## config.mk

```make
export PLATFORM = sky130hd
export DESIGN_NAME = mii_lane_classifier
export DESIGN_NICKNAME = d
export VERILOG_FILES = /design/src/rtl/mii_pkg.sv /design/src/rtl/mii_lane_classifier.sv
export SDC_FILE = /design/constraint.sdc
export NUM_CORES = 1
export LEC_CHECK = 0
export CAP_MARGIN = 20
export CORE_AREA = 2 2 39 41
export DETAILED_ROUTE_END_ITERATION = 8
export DIE_AREA = 0 0 41 43
export PLACE_DENSITY = 0.33
export REMOVE_ABC_BUFFERS = 1
export SLEW_MARGIN = 20
export SYNTH_ARGS = -nofsm -noshare
export SYNTH_HDL_FRONTEND = slang
export SYNTH_SLANG_ARGS = --single-unit
```

## constraint.sdc

```tcl
create_clock -name vclk -period 1.5
set_clock_uncertainty 0.2 [all_clocks]
set_input_delay 0.15 -clock vclk [all_inputs]
set_output_delay 0.15 -clock vclk [all_outputs]
set_load 0.02 [all_outputs]
```

## src/rtl/mii_pkg.sv

```systemverilog
// Shared definitions for the MII/XGMII monitors: control characters, error flag
// positions and the per-lane character classes produced by the lane classifier.
package mii_pkg;

  localparam logic [7:0] CH_IDLE  = 8'h07;
  localparam logic [7:0] CH_START = 8'hFB;
  localparam logic [7:0] CH_TERM  = 8'hFD;
  localparam logic [7:0] CH_ERROR = 8'hFE;

  localparam int ERR_BITS = 7;

  typedef enum logic [2:0] {
    ERR_UNEXP_START      = 3'd0,
    ERR_UNEXP_TERM       = 3'd1,
    ERR_DATA_OUTSIDE     = 3'd2,
    ERR_INVALID_CTRL     = 3'd3,
    ERR_ERR_CHAR         = 3'd4,
    ERR_MISALIGNED_START = 3'd5,
    ERR_RUNT_OR_LONG     = 3'd6
  } err_bit_e;

  typedef enum logic [2:0] {
    LC_DATA,
    LC_IDLE,
    LC_START,
    LC_TERM,
    LC_ERROR,
    LC_INVALID
  } lane_class_t;

  function automatic int lanes_of(input int data_width);
    return data_width / 8;
  endfunction

endpackage

```

## src/rtl/mii_lane_classifier.sv

```systemverilog
// Maps one byte lane (data byte plus control bit) onto a character class.
module mii_lane_classifier
  import mii_pkg::*;
(
  input  logic [7:0]  data,
  input  logic        ctrl,
  output lane_class_t cls
);

  always_comb begin
    cls = LC_DATA;
    if (ctrl) begin
      case (data)
        CH_IDLE:  cls = LC_IDLE;
        CH_START: cls = LC_START;
        CH_TERM:  cls = LC_TERM;
        CH_ERROR: cls = LC_ERROR;
        default:  cls = LC_INVALID;
      endcase
    end
  end

endmodule

```

* Word-level counts from Yosys, hierarchy flattened
Index checks and enable logic that the tools add are counted.
** Cells by class
- Eq/ne operators :: 4
- Muxes and demuxes :: 2
** Operators by type and width (number)
- 8-bit == test (second input constant) :: 3
- 3-bit case mux with 4 select lines :: 1
- 8-bit by 3-bit == test with 1-bit output (second input constant) :: 1
- 3-bit 2-to-1 mux :: 1
** Storage, ports and cells
- Output and inout port bits :: 3
- Input port bits :: 9
- Register bits :: 0

* Depth between registers and ports, before layout
Gate-level depths: netlist of run 1.
- Depth in word-level cells :: 3
- Gate-level depth with buffers :: 3

* Worst setup path before layout of run 1
OpenSTA, ideal clock, no wires.
- Path type :: input to output
- From :: input port data[2]
- To :: output port cls[2]
- Path slack :: 0.306 ns
- Buffers on the path :: 0
- Data arrival time :: 0.844 ns
- Stages on the path :: 3
- Cell sequence :: nor4b_2 -> a31o_2 -> o22ai_1
** Between the ends
- Word-level cells in the longest chain between the ends :: 3
- Elaborated cells between the ends (all ways) :: 6
- Those cells by class :: 4 x eq/ne; 2 x mux
** RTL lines
- start: declaration :: RTL line mii_lane_classifier.sv:5 : input logic [7:0] data,
- 8-bit == test or 8-bit by 3-bit == test with 1-bit output (tied branches) :: RTL line mii_lane_classifier.sv:13 : case (data)
- 3-bit case mux with 4 select lines (*) :: RTL line mii_lane_classifier.sv:13
- 3-bit 2-to-1 mux (*) :: RTL line mii_lane_classifier.sv:12 : if (ctrl) begin
- end: declaration :: RTL line mii_lane_classifier.sv:7 : output lane_class_t cls
Every way passes the cells marked *; elsewhere a longest branch is shown, timed or not.

* Final worst setup path of run 1
Ends and elaborated chain as after synthesis.

==> metrics.md, run 1 <==
| Metric | Value |
|---|---|
| Sequential cell count | 0 |
| YS warnings | 0 |
| # hold bufs at CTS | 0 |
| Post-route DRC | 0 |
| Max Clk Rate | roughly 0.68 GHz |
| Final Setup Violations | 0 |
| Starting Density | 0.0651 |
| Post-Syn Instances | 13 |
| Slew headroom | 0.871 |
| Arr. time, crit path | 1.11 ns |
| Synth-to-layout area growth | 176% |
| Largest net degree at the start of global routing | 4 |
| DIE HEIGHT | around 43 um |
| Number of DRC markers in iteration 0 | 1 |
| Final core utilization | 0.180 |
| Hold_ws | 0.595 ns |
| First-pass GRT wire length | 786 um |
| Post-DP HPWL | 348 um |
| Post-Place Worst Slack | -0.629 ns |
| Final WS setup | between 0.03 and 0.04 ns |
| Via-to-Cell Ratio | 3.55 |
| Fin area | ~250 sq um |
| Final WL | about 420 um |
| Cell internal pwr | 0.0288 mW |
| Unrepaired setup endpoints after global routing | false |
| Synth area leader | xnor2_1 |
| Setup bufs post-CTS | 0 |
| Logic pwr share | 1.000 |
| Min-Delay Path Class | input pin to primary output |
| FP Rows | 14 |
| Final hold violations | 0 |
| Share of cells above drive strength 1 | 0.429 |
| Clock power frac | 0 |
| Die area | 1760 sq um |
| Ant diodes | 0 |
| Synth top area cells | xnor2_1, nor4b_2, nor3_2, a31o_2, and3_1 |
| Outcome | complete, no violations |
| Cell area after placement | 253 sq um |
| PD cells | 216 nW/um^2 |
| Setup tns final | 0 ns |
| HP Start | data[0] |
| GPL Wtd Cong | about 0.67 |
| Psw | 0.0249 mW |
| Switching share of power | 0.464 |
| Port-buffer cells | 12 |
| CP startpoint | data[2] |
| Register area | 0 sq um |
| Max IR drop VDD | 0.0620 mV |
| Tot GR Track Use | 0.0599 |
| Startpoint Class | input pin |
| Worst setup EP type | primary output |
| Grt ovf | 0 |
| Wire length per cell | 9.55 um |
| TritonRoute pass-1 iters | 2 |
| Cell area after synthesis | 90.1 sq um |
| CP Class | input pin to primary output |
| Die Wd | 41 um |
| Distinct cells, synth | 12 |
| Vias | 156 |
| Slew Limit Fails | 0 |
| Max_cap viols | 0 |
| Final min period | 1.46 ns |
| Top-area cell type share of the netlist area | 0.194 |
| Clock Buffer Count | 0 |
| Nets | 39 |
| Initial antenna violation count | 0 |
| CP max FO | 3 |
| Final period util | 0.974 |
| Leakage | 0.107 nW |
| Number of global-route vias before repair | 185 |
| Sequential fraction of the synthesis area | 0 |
| Syn avg cell area | 6.93 sq um |
| Sequential fraction of design power | 0 |
| Num ports | 12 |
| Core area | 1380 sq um |
| Worst Max-Slew Pin Slew | slightly below 0.2 ns |
| CP Data Required Time | 1.15 ns |
| ANT nets after route | 0 |
kinds of logic (layout without fill, tap and decap cells):
kind of cell	Yosys count	after routing	share of synthesized area
AOI/OAI and AO/OA	3	3	0.222
xor gates and xnor gates	2	2	0.194
buffers and inverters	1	16	0.0416
and+or+nand+nor	7	7	0.541
synth_stat cells:
cell type  count
xnor2_1        2
nor2_1         1
nand3_1        1
o22ai_1        1
and3_1         1
inv_1          1
nand2_1        1
a31o_2         1
nor3_1         1
a21oi_1        1
nor3_2         1
nor4b_2        1
layout make-up:
class	count	area, sq um
Inverter	1	3.75
Tap cell	16	20.0
Fill cell	157	1130
Multi-Input combinational cell	12	98.8
Timing Repair Buffer	15	126
critical path: stages:
cell,delay [ns]
dlygate4sd2_1,0.27
nor4b_2,0.17
a31o_2,0.22
o22ai_1,0.11
buf_2,0.19
stage by stage:
stage	total power, mW	std cells
after floorplan	0.0189	13
after global placement	0.0619	44
after detailed placement	0.0615	44
after CTS	0.0534	44
after global routing	0.0590	44
final	0.0538	44
per-layer routing:
layer  track usage  wire, um  up-vias
met2        0.0906       163       12
met3        0.0209        77        0
li1              -         -       79
met1        0.0854       179       65
met4             0         0        0
met5             0         0        -
path summary, 6_finish.rpt:
path	to	cells after the start
setup / recovery	cls[2]	5
hold / removal	cls[2]	3
timing repair:
action | in CTS | in global routing
gates resized for setup | 27 | 1
cloned | 0 | 0
setup endpoints to repair | 3 | 1
pin swaps | 5 | 0
power groups by stage:
stage                     Combinational [mW]  Sequential [mW]  Clock (mW)
after floorplan                       0.0189                0           0
after global placement                0.0619                0           0
after detailed placement              0.0615                0           0
after CTS                             0.0534                0           0
after global routing                  0.0590                0           0
final                                 0.0538                0           0
cells in the final DEF, fill, tap and decap left out, drive strengths merged:
master,netlist,routed
dlygate4sd2,0,8
nor3,2,2
and3,1,1
nand2,1,1
inv,1,1
a31o,1,1
buf,0,6
nor4b,1,1
a21oi,1,1
nor2,1,1
o22ai,1,1
xnor2,2,2
nand3,1,1
clkdlybuf4s15,0,1
(Power assumes the default switching activity.)
==> run 2: changes to the inputs <==
--- a/config.mk
+++ b/config.mk
@@ -9,6 +9,7 @@
 export CORE_AREA = 2 2 39 41
 export DETAILED_ROUTE_END_ITERATION = 8
 export DIE_AREA = 0 0 41 43
+export GPL_ROUTABILITY_DRIVEN = 0
 export PLACE_DENSITY = 0.33
 export REMOVE_ABC_BUFFERS = 1
 export SLEW_MARGIN = 20
==> results of run 2 <==
Final layout, timing and power as in run 1 (identical DEF).
==> run 3: changes to the inputs <==
--- a/config.mk
+++ b/config.mk
@@ -6,9 +6,9 @@
 export NUM_CORES = 1
 export LEC_CHECK = 0
 export CAP_MARGIN = 20
-export CORE_AREA = 2 2 39 41
+export CORE_AREA = 5 5 42 44
 export DETAILED_ROUTE_END_ITERATION = 8
-export DIE_AREA = 0 0 41 43
+export DIE_AREA = 0 0 47 49
 export GPL_ROUTABILITY_DRIVEN = 0
 export PLACE_DENSITY = 0.33
 export REMOVE_ABC_BUFFERS = 1
==> constraint.sdc (replaced) <==
create_clock -name vclk -period 1.7
set_clock_uncertainty 0.2 [all_clocks]
set_input_delay 0.17 -clock vclk [all_inputs]
set_output_delay 0.17 -clock vclk [all_outputs]
set_load 0.02 [all_outputs]
==> run 3 against run 2 <==
  * Flip-flop and latch count unchanged
  * Non-clock buffer count increased by 1
  * Total power down 1.2%
  * Die area rose by 31%
  * Worst hold slack worse by 0.0076 ns
  * Count of clock-buffer cells in the layout unchanged
  * Critical path depth unchanged
  * Largest cell class unchanged
  * Core utilization grew 1.1 points
  * Combinational power fell by 1%
  * First-iteration DRC count unchanged
==> metrics.md, run 3 (synthesis results as in run 1) <==
| Metric | Value |
|---|---|
| Outcome | complete, no violations |
| TritonRoute pass-1 iters | 2 (unchanged) |
| GRT busiest layer | met1 |
| Synth-to-layout area growth | 197% |
| Worst Hold End | cls[0] |
| Arr. time, crit path | 1.28 ns (+0.17 ns) |
| Clock Buffer Count | 0 (unchanged) |
| Pwr Total | 0.0531 mW (-1.2%) |
| Met2 Resource Use GR | 0.0498 (-0.0409) |
| Final core utilization | 0.191 (+0.0111) |
| Max_cap viols | 0 (unchanged) |
| FP Rows | 14 (unchanged) |
| Port-buffer cells | 12 (unchanged) |
| Final hold violations | 0 (unchanged) |
| Vias | 153 (-1.9%) |
| Starting Density | 0.0643 (-0.000814) |
| Sequential cell count | 0 (unchanged) |
| Initial antenna violation count | 0 (unchanged) |
| PD cells | 198 nW/um^2 (-8.1%) |
| Cell area after placement | 260 sq um (+3.0%) |
| Commonest non-fill, non-tap cell in the layout | buf_4 |
| Leakage | 0.138 nW (+29%) |
| Core area | 1400 sq um (+1.3%) |
| Final Setup Violations | 0 (unchanged) |
| Register area | 0 sq um (unchanged) |
| Slew headroom | 0.865 (-0.00600) |
| CP startpoint | data[7] |
| Number of global-route vias before repair | 167 (-9.7%) |
| Delay of the slowest critical-path stage | 0.43 ns (+0.16 ns) |
| Worst setup EP type | primary output |
| Final WL | 405 um (-3.6%) |
| CP cell instances | clkdlybuf4s50_1 > nor4b_2 > a31o_2 > o22ai_1 > buf_4 |
| CP max-delay cell | clkdlybuf4s50_1 |
| Startpoint Class | input pin |
| Die Wd | 47 um (+15%) |
| Max IR drop VDD | 0.0645 mV (+4.1%) |
| HP Start | data[1] |
| Final min period | 1.65 ns |
| Setup bufs post-CTS | 0 (unchanged) |
| Die area | 2300 sq um (+31%) |
| Number of DRC markers in iteration 0 | 1 (unchanged) |
| # hold bufs at CTS | 0 (unchanged) |
| Post-DP HPWL | 364 um (+4.8%) |
| Max Clk Rate | approximately 0.61 GHz |
| Final period util | 0.970 |
| Worst Max-Slew Pin Slew | 0.202 ns (+0.00986 ns) |
| Area occupied by multi-input gates | 91.3 sq um (-7.6%) |
| Number of fillers in the final layout | 163 (+3.8%) |
| Largest net degree at the start of global routing | 4 (unchanged) |
| Min-Delay Path Class | input pin to primary output |
| CP max FO | 2 (-1) |
| Finished Layout Cells | 45 (+2.3%) |
| Share of cells above drive strength 1 | 0.379 (-0.0493) |
| Nets | 40 (+2.6%) |
| DIE HEIGHT | 49 um (+14%) |
| Wire length per cell | 9.00 um (-5.7%) |
| CP Buf/Inv Count | 2 (unchanged) |
| Hold Crit Depth | 4 (+1) |
| CP Class | input pin to primary output |
| Most frequent cells in the layout | buf_4, clkdlybuf4s50_1, dlymetal6s2s_1, xnor2_1 |
| CP Data Required Time | 1.33 ns (+0.18 ns) |
| Delay-heaviest family, CP | buffers and inverters |
| ANT nets after route | 0 (unchanged) |
| Grt met3 use | 0.00738 (-0.0136) |
| Post-route DRC | 0 (unchanged) |
| Ant diodes | 0 (unchanged) |
| Tot GR Track Use | 0.0358 (-0.0242) |
| Fin area | 268 sq um (+7.5%) |
| Num ports | 12 (unchanged) |
| DP Cell Count | 45 (+2.3%) |
| Unrepaired setup endpoints after global routing | false |
| Grt ovf | 0 (unchanged) |
| Via-to-Cell Ratio | 3.40 (-4.1%) |
| Slew Limit Fails | 0 (unchanged) |
| Met1 Use GR | 0.0587 (-0.0267) |
| First-pass GRT wire length | 676 um (-14%) |
-- run 3: routing by layer --
metal / part of all wire / wire, um
met1: 0.55 / 222
met2: 0.30 / 121
met3: 0.15 / 60
met4: 0 / 0
met5: 0 / 0
-- run 3: cell type report --
cell class                 instances  area share
inverter                           1      0.0140
timing repair buffer              16       0.570
tap                               16      0.0748
multi-input combinational         12       0.341
-- run 3: per-stage QoR --
step / setup TNS, ns / hold slack [ns] / worst slack (ns)
floorplan: 0 / 0.269 / 0.466
global placement: -1.35 / 1.27 / -0.477
detailed placement: -1.34 / 1.26 / -0.475
CTS: 0 / 0.875 / 0.00741
global route: 0 / 0.620 / 0.0104
finish: 0 / 0.587 / 0.0515
-- run 3: worst max-delay path by stage --
| stage | end | cells after the start |
|---|---|---|
| 2_1_floorplan | cls[2] | 3 |
| 3_3_place_gp | cls[1] | 5 |
| 3_5_place_dp | cls[1] | 5 |
| 4_1_cts | cls[2] | 5 |
| 5_1_grt | cls[2] | 5 |
| 6_report | cls[2] | 5 |
-- run 3: timing repair --
action,4_1_cts,5_1_grt
pin swaps,1,3
endpoints found under the setup margin,3,2
hold endpoints to repair,0,0
resized for setup,14,7
-- run 3: power breakdown --
group,leakage (nW),total (mW),internal (mW),switching [mW]
Clock,0,0,0,0
Sequential,0,0,0,0
Combinational,0.138,0.0531,0.0323,0.0208
Total,0.138,0.0531,0.0323,0.0208
